**src/rtl/shifter_pkg.sv**
```systemverilog
// Shared definitions for the pipelined barrel shifter.
//   OP_*        : shift mode encodings carried alongside each operand
//   MAX_W       : widest datapath the shared level function supports
//   shift_level : one log2 level of shifting (shift by s) for a width-bit operand,
//                 operand and result right-aligned in a MAX_W container
package shifter_pkg;

  localparam logic [1:0] OP_SLL = 2'b00;
  localparam logic [1:0] OP_SRL = 2'b01;
  localparam logic [1:0] OP_SRA = 2'b10;
  localparam logic [1:0] OP_ROR = 2'b11;

  localparam int MAX_W   = 64;
  localparam int MAX_SHW = 6;

  // Bits at or above `width` in the result are always zero; `s` is a constant
  // per stage, so each call collapses to plain wiring plus a per-bit mux.
  function automatic logic [MAX_W-1:0] shift_level(
    input logic [MAX_W-1:0] data,
    input logic [1:0]       op,
    input int unsigned      s,
    input int unsigned      width
  );
    logic [MAX_W-1:0] res;
    res = '0;
    for (int unsigned i = 0; i < MAX_W; i++) begin
      if (i < width) begin
        case (op)
          OP_SLL: begin
            res[MAX_SHW'(i)] = (i >= s) ? data[MAX_SHW'(i - s)] : 1'b0;
          end
          OP_SRL: begin
            res[MAX_SHW'(i)] = (i + s < width) ? data[MAX_SHW'(i + s)] : 1'b0;
          end
          OP_SRA: begin
            // Earlier levels keep the MSB intact, so the stage input MSB is the
            // original sign.
            res[MAX_SHW'(i)] = (i + s < width) ? data[MAX_SHW'(i + s)]
                                               : data[MAX_SHW'(width - 1)];
          end
          default: begin
            res[MAX_SHW'(i)] = data[MAX_SHW'((i + s) % width)];
          end
        endcase
      end
    end
    return res;
  endfunction

endpackage

```
**src/rtl/shift_stage.sv**
```systemverilog
// One registered shift level of the pipelined barrel shifter.
// The stage shifts its input by 2^LEVEL when in_amt[LEVEL] is set and registers
// the result together with the amount, op and valid bit for the next level.
//   clk, rst_n   : clock, asynchronous active-low reset
//   in_valid     : upstream has an operand for this level
//   in_data/amt/op : operand, full shift amount, shift mode
//   stage_ready  : this stage may load this cycle (empty, or its contents leave)
//   out_valid    : registered operand present
//   out_data/amt/op : registered result, amount and mode for the next level
module shift_stage
  import shifter_pkg::*;
#(
  parameter int WIDTH = 8,
  parameter int LEVEL = 0,
  parameter int SHW   = $clog2(WIDTH)
) (
  input  logic             clk,
  input  logic             rst_n,
  input  logic             in_valid,
  input  logic [WIDTH-1:0] in_data,
  input  logic [SHW-1:0]   in_amt,
  input  logic [1:0]       in_op,
  input  logic             stage_ready,
  output logic             out_valid,
  output logic [WIDTH-1:0] out_data,
  output logic [SHW-1:0]   out_amt,
  output logic [1:0]       out_op
);

  localparam int unsigned LEVEL_STEP = 32'd1 << LEVEL;
  localparam int unsigned WIDTH_U    = WIDTH;

  logic             valid_d, valid_q;
  logic [WIDTH-1:0] data_d, data_q;
  logic [SHW-1:0]   amt_d, amt_q;
  logic [1:0]       op_d, op_q;
  logic [WIDTH-1:0] level_out;

  always_comb begin
    level_out = in_data;
    if (in_amt[LEVEL]) begin
      level_out = WIDTH'(shift_level(MAX_W'(in_data), in_op, LEVEL_STEP, WIDTH_U));
    end
  end

  // When the stage cannot load it keeps everything, so a stalled operand is
  // never corrupted and no bubble appears when the stall clears.
  always_comb begin
    valid_d = valid_q;
    data_d  = data_q;
    amt_d   = amt_q;
    op_d    = op_q;
    if (stage_ready) begin
      valid_d = in_valid;
      if (in_valid) begin
        data_d = level_out;
        amt_d  = in_amt;
        op_d   = in_op;
      end
    end
  end

  always_ff @(posedge clk or negedge rst_n) begin
    if (!rst_n) begin
      valid_q <= 1'b0;
      data_q  <= '0;
      amt_q   <= '0;
      op_q    <= OP_SLL;
    end else begin
      valid_q <= valid_d;
      data_q  <= data_d;
      amt_q   <= amt_d;
      op_q    <= op_d;
    end
  end

  assign out_valid = valid_q;
  assign out_data  = data_q;
  assign out_amt   = amt_q;
  assign out_op    = op_q;

endmodule

```
**src/rtl/pipe_barrel_shifter.sv**
```systemverilog
// Pipelined barrel shifter: one log2 shift level per stage, SHW stages, the last
// stage doubling as the output register. Valid/ready on both sides, 1 op/cycle.
//   clk, rst_n : clock, asynchronous active-low reset
//   in_valid, in_ready, in_data, in_amt, in_op : operand side
//                (op: 00 SLL, 01 SRL, 10 SRA, 11 ROR)
//   out_valid, out_ready, out_data             : result side
module pipe_barrel_shifter
  import shifter_pkg::*;
#(
  parameter  int WIDTH = 8,
  localparam int SHW   = $clog2(WIDTH)
) (
  input  logic             clk,
  input  logic             rst_n,
  input  logic             in_valid,
  output logic             in_ready,
  input  logic [WIDTH-1:0] in_data,
  input  logic [SHW-1:0]   in_amt,
  input  logic [1:0]       in_op,
  output logic             out_valid,
  input  logic             out_ready,
  output logic [WIDTH-1:0] out_data
);

  // Index k is the input of stage k; index SHW is the output register's content.
  logic             st_valid [SHW+1];
  logic [WIDTH-1:0] st_data  [SHW+1];
  logic [SHW-1:0]   st_amt   [SHW+1];
  logic [1:0]       st_op    [SHW+1];
  logic [SHW:0]     ready_chain;
  logic             unused_tail;

  assign st_valid[0] = in_valid;
  assign st_data[0]  = in_data;
  assign st_amt[0]   = in_amt;
  assign st_op[0]    = in_op;

  // Stage k may load when it is empty or when the stage after it can take its
  // contents this cycle. Evaluated from the output backwards in one block.
  always_comb begin
    ready_chain      = '0;
    ready_chain[SHW] = out_ready;
    for (int k = SHW - 1; k >= 0; k--) begin
      ready_chain[k] = !st_valid[k+1] || ready_chain[k+1];
    end
  end

  for (genvar k = 0; k < SHW; k++) begin : g_stage
    shift_stage #(
      .WIDTH (WIDTH),
      .LEVEL (k),
      .SHW   (SHW)
    ) u_stage (
      .clk         (clk),
      .rst_n       (rst_n),
      .in_valid    (st_valid[k]),
      .in_data     (st_data[k]),
      .in_amt      (st_amt[k]),
      .in_op       (st_op[k]),
      .stage_ready (ready_chain[k]),
      .out_valid   (st_valid[k+1]),
      .out_data    (st_data[k+1]),
      .out_amt     (st_amt[k+1]),
      .out_op      (st_op[k+1])
    );
  end

  assign in_ready  = ready_chain[0];
  assign out_valid = st_valid[SHW];
  assign out_data  = st_data[SHW];

  // Amount and mode are fully consumed by the last level.
  assign unused_tail = ^{st_amt[SHW], st_op[SHW]};

  // A presented result may not be withdrawn or changed before it is taken.
  property p_out_hold;
    @(posedge clk) disable iff (!rst_n)
      out_valid && !out_ready |=> out_valid && $stable(out_data);
  endproperty
  a_out_hold: assert property (p_out_hold);

endmodule

```
**config.mk**
```make
export PLATFORM = sky130hd
export DESIGN_NAME = pipe_barrel_shifter
export DESIGN_NICKNAME = d
export VERILOG_FILES = /design/src/rtl/shifter_pkg.sv /design/src/rtl/shift_stage.sv /design/src/rtl/pipe_barrel_shifter.sv
export SDC_FILE = /design/constraint.sdc
export NUM_CORES = 1
export LEC_CHECK = 0
export CAP_MARGIN = 15
export CORE_MARGIN = 2
export CORE_UTILIZATION = 30
export CTS_CLUSTER_DIAMETER = 80
export DETAILED_ROUTE_END_ITERATION = 10
export PLACE_DENSITY = 0.5
export SLEW_MARGIN = 20
export SYNTH_ARGS = -nofsm -noshare
export SYNTH_HDL_FRONTEND = slang
export SYNTH_SLANG_ARGS = --single-unit
```
**constraint.sdc**
```tcl
create_clock -name clk -period 3.4 [get_ports clk]
set_clock_uncertainty 0.05 [all_clocks]
set_input_delay 0.68 -clock clk [delete_from_list [all_inputs] [get_ports clk]]
set_output_delay 0.68 -clock clk [all_outputs]
set_load 0.02 [all_outputs]
```
==> key figures <==
Run status
  – Status: complete, no violations

Clock tree
  – Htree depth: 2
  – Post-CTS sizing: 0
  – Clock-pin transition on the worst setup and hold timing paths: 0.07 ns
  – Clk root buf: clkbuf_8
  – Setup bufs post-CTS: 0
  – Hold buffer count at CTS: 0
  – CTS tree: built
  – Num CTS Buffers: 5
  – Clock Tree Buf Depth: 2
  – Clk Latency, worst-skew pair: 0.28 ns
  – Clock Sinks: 34

STA
  – Slew headroom: 65.2%
  – Measured slew at the worst slew-check pin: 0.521 ns
  – Hold WS: 0.454 ns
  – Fmax: 0.373 GHz
  – Pins Over Slew Limit: 0
  – Min cycle time layout: 2.68 ns
  – Tcrit/Tclk final: 78.9%
  – Fin. Hold Viols: 0
  – Setup Viol. Count Final: 0
  – RSZ-0062 raised after global routing: false
  – Setup TNS: 0 ns

Setup path
  – Critical Path Start: out_ready
  – Crit end category: output port
  – WS Path Type: input port to output port
  – CP max stage delay: 0.62 ns
  – Worst setup SP type: input port
  – Worst EP arrival: 1.95 ns
  – RR Startpoint: g_stage[2].u_stage.out_valid
  – Critical-path top delay cell: clkdlybuf4s50_1
  – CP cell instances: clkdlybuf4s50_1 -> nand4b_2 -> clkdlybuf4s50_1
  – Worst Path Required: 2.67 ns
  – Crit-path max FO: 5
  – Most frequent CP cell: clkdlybuf4s50_1

Pwr
  – Power Dens Cells: 638 nW/um^2
  – Comb power frac: 35.0%
  – Seq pwr share: 43.8%
  – Peak supply drop: 254 uV
  – Sw Ratio: 32.6%
  – Clock group share of total power: 21.2%
  – Leak Pwr: 0.915 nW
  – P_sw: 0.467 mW
  – Total power: 1.43 mW
  – P_int: 0.966 mW

Placement
  – HPWL after detailed placement: 2.68 mm
  – Placed instance count: 268
  – Port Buffers: 26
  – Global placer's final weighted congestion: 0.740

Routing
  – Vias: 1363
  – Via density: 4.94
  – DR iter-0 viols: 48
  – DRC viols: 0
  – Post-DR wirelength/cell: 13.0 um
  – Final WL: 3.60 mm
  – Antenna Nets Post-Route: 0
  – DRT Pass-1 Iters: 4

GRT
  – Gr usage total: 11.4%
  – Overflow left after global routing: 0
  – Largest net degree at the start of global routing: 35
  – Routing usage on met1: 15.4%
  – Vias in the first global route: 1295
  – Routing usage on met2: 17.3%
  – Met3 usage in global routing: 3.48%
  – Top Usage Layer GRT: met2
  – First-pass GRT wire length: 6.40 mm
  – Initial antenna violation count: 0

Die
  – Die width: 83.0 um
  – Top Ports: 27
  – Die area: 6880 sq um
  – Die height: 83.0 um
  – Placeable Area: 5990 sq um
  – Standard-cell rows: 28
  – Initial Util: 31.2%

Finish
  – Non-Filler Instances: 276
  – Fill count: 610
  – Final nets: 219
  – Number of antenna diodes: 0
  – Area Overhead vs Synth: 20.0%
  – Final Core Density: 37.5%
  – Share of layout cells above drive strength 1: 22.4%

Synth
  – Synth Area per Inst: 10.6 sq um
  – Yosys warnings: 0
  – Synthesized instance count: 177
  – Netlist cell types: 29
  – Flops & latches, synth: 34
  – Syn_nets: 196
  – Sequential share of the synthesized area: 45.5%
  – Synthesized area: 1870 sq um

Run
  – Max cap viols: 0

Hold path
  – Startpoint of the worst hold path: g_stage[0].u_stage.out_amt[2]
  – HP Class: register to register
logic make-up (layout without fill, tap and decap cells):
logic type | Yosys count | after routing | share of synthesized area, %
multiplexers | 30 | 30 | 17.9
buffers and inverters | 20 | 44 | 6.02
adder cells (fa/ha/maj) | 2 | 2 | 1.34
flip-flops | 34 | 34 | 45.5
AO/OA/AOI/OAI | 42 | 42 | 14.3
AND/OR/NAND/NOR | 49 | 49 | 14.9
registers in the layout (all words and copies together) (netlist names):
signal,cells
g_stage.u_stage.out_valid,3
g_stage.u_stage.out_data,24
g_stage.u_stage.out_op,4
g_stage.u_stage.out_amt,3
synth_stat cells, drive strengths merged:
cell type	n	area, sq um
inv	9	33.8
o21ai	12	60.1
ha	2	25.0
nand3b	2	15.0
o22ai	5	31.3
clkbuf	1	5.00
nor2b	2	12.5
nor2	15	56.3
mux2i	2	20.0
a221oi	2	17.5
o211ai	2	15.0
buf	10	73.8
a2bb2oi	2	17.5
and3	1	6.26
mux2	28	315
a21oi	1	5.00
nand2b	7	43.8
a21boi	1	7.51
nand4b	1	15.0
nand3	1	5.00
o2bb2ai	2	17.5
a41oi	1	8.76
or3b	10	87.6
a31oi	14	87.6
nand2	10	37.5
dfrtp	34	851
final timing paths:
| path | endpoint | slack, ns | depth (start not counted) |
|---|---|---|---|
| worst min register to register | g_stage[1].u_stage.out_amt[2] | 0.45 | 1 |
| worst max register to register | g_stage[0].u_stage.out_data[6] | 1.85 | 3 |
| min in group asynchronous | g_stage[2].u_stage.out_data[7] | 0.76 | 2 |
| worst max-delay path | in_ready | 0.72 | 3 |
| max in group asynchronous | g_stage[0].u_stage.out_data[1] | 2.23 | 2 |
| worst min-delay path | g_stage[1].u_stage.out_amt[2] | 0.45 | 1 |
area by class of cell:
type	count	area (sq um)	share of cell area (%)
inverters	9	33.8	1.51
repair buffers	27	268	11.9
flip-flops and latches	34	851	37.9
multi-input cells	123	907	40.4
clock inverters	1	5.00	0.223
clock buffers	7	86.3	3.85
well taps	75	93.8	4.18
layout by cell type, fill, tap and decap left out:
master and count:
mux2_2 28, nor2_1 15, ha_1 2, a21boi_0 1, buf_4 1, a41oi_1 1, dfrtp_1 34, or3b_2 8
a21oi_1 1, clkdlybuf4s50_1 26, mux2i_1 2, clkbuf_1 1, a31oi_1 14, or3b_1 2, o22ai_1 5, nand2b_1 7
nand4b_2 1, and3_1 1, nor2b_1 2, a2bb2oi_1 2, clkinv_2 1, nand3b_1 2, o21ai_0 12, o2bb2ai_1 2
nand2_1 10, o211ai_1 2, a221oi_1 2, clkbuf_8 6, inv_1 9, nand3_1 1
critical path, delay by kind of cell:
kind / cells / cell delay [ns]
buf+inv: 2 / 1.10
simple gates: 1 / 0.17
power by group through the flow:
stage	clock network (mW)	registers, mW	logic [mW]
detailed placement	0	0.637	0.509
global placement	0	0.633	0.500
global route	0.336	0.652	0.559
floorplan	0	0.653	0.310
finish	0.303	0.628	0.502
CTS	0.314	0.629	0.511
per-layer routing:
metal  wire length, um  vias up
li1                  -      681
met1              1720      648
met2              1670       29
met3               159        5
met4                54        0
met5                 0        -
metrics by stage:
| step | worst slack, ns | area (sq um) |
|---|---|---|
| finish | 0.718 | 2240 |
| global route | 0.647 | 2240 |
| CTS | 0.705 | 2240 |
| detailed placement | 0.713 | 2150 |
| global placement | 0.723 | 2150 |
| floorplan | 1.56 | 1870 |
Note: power is estimated with default switching activity, not from simulation.
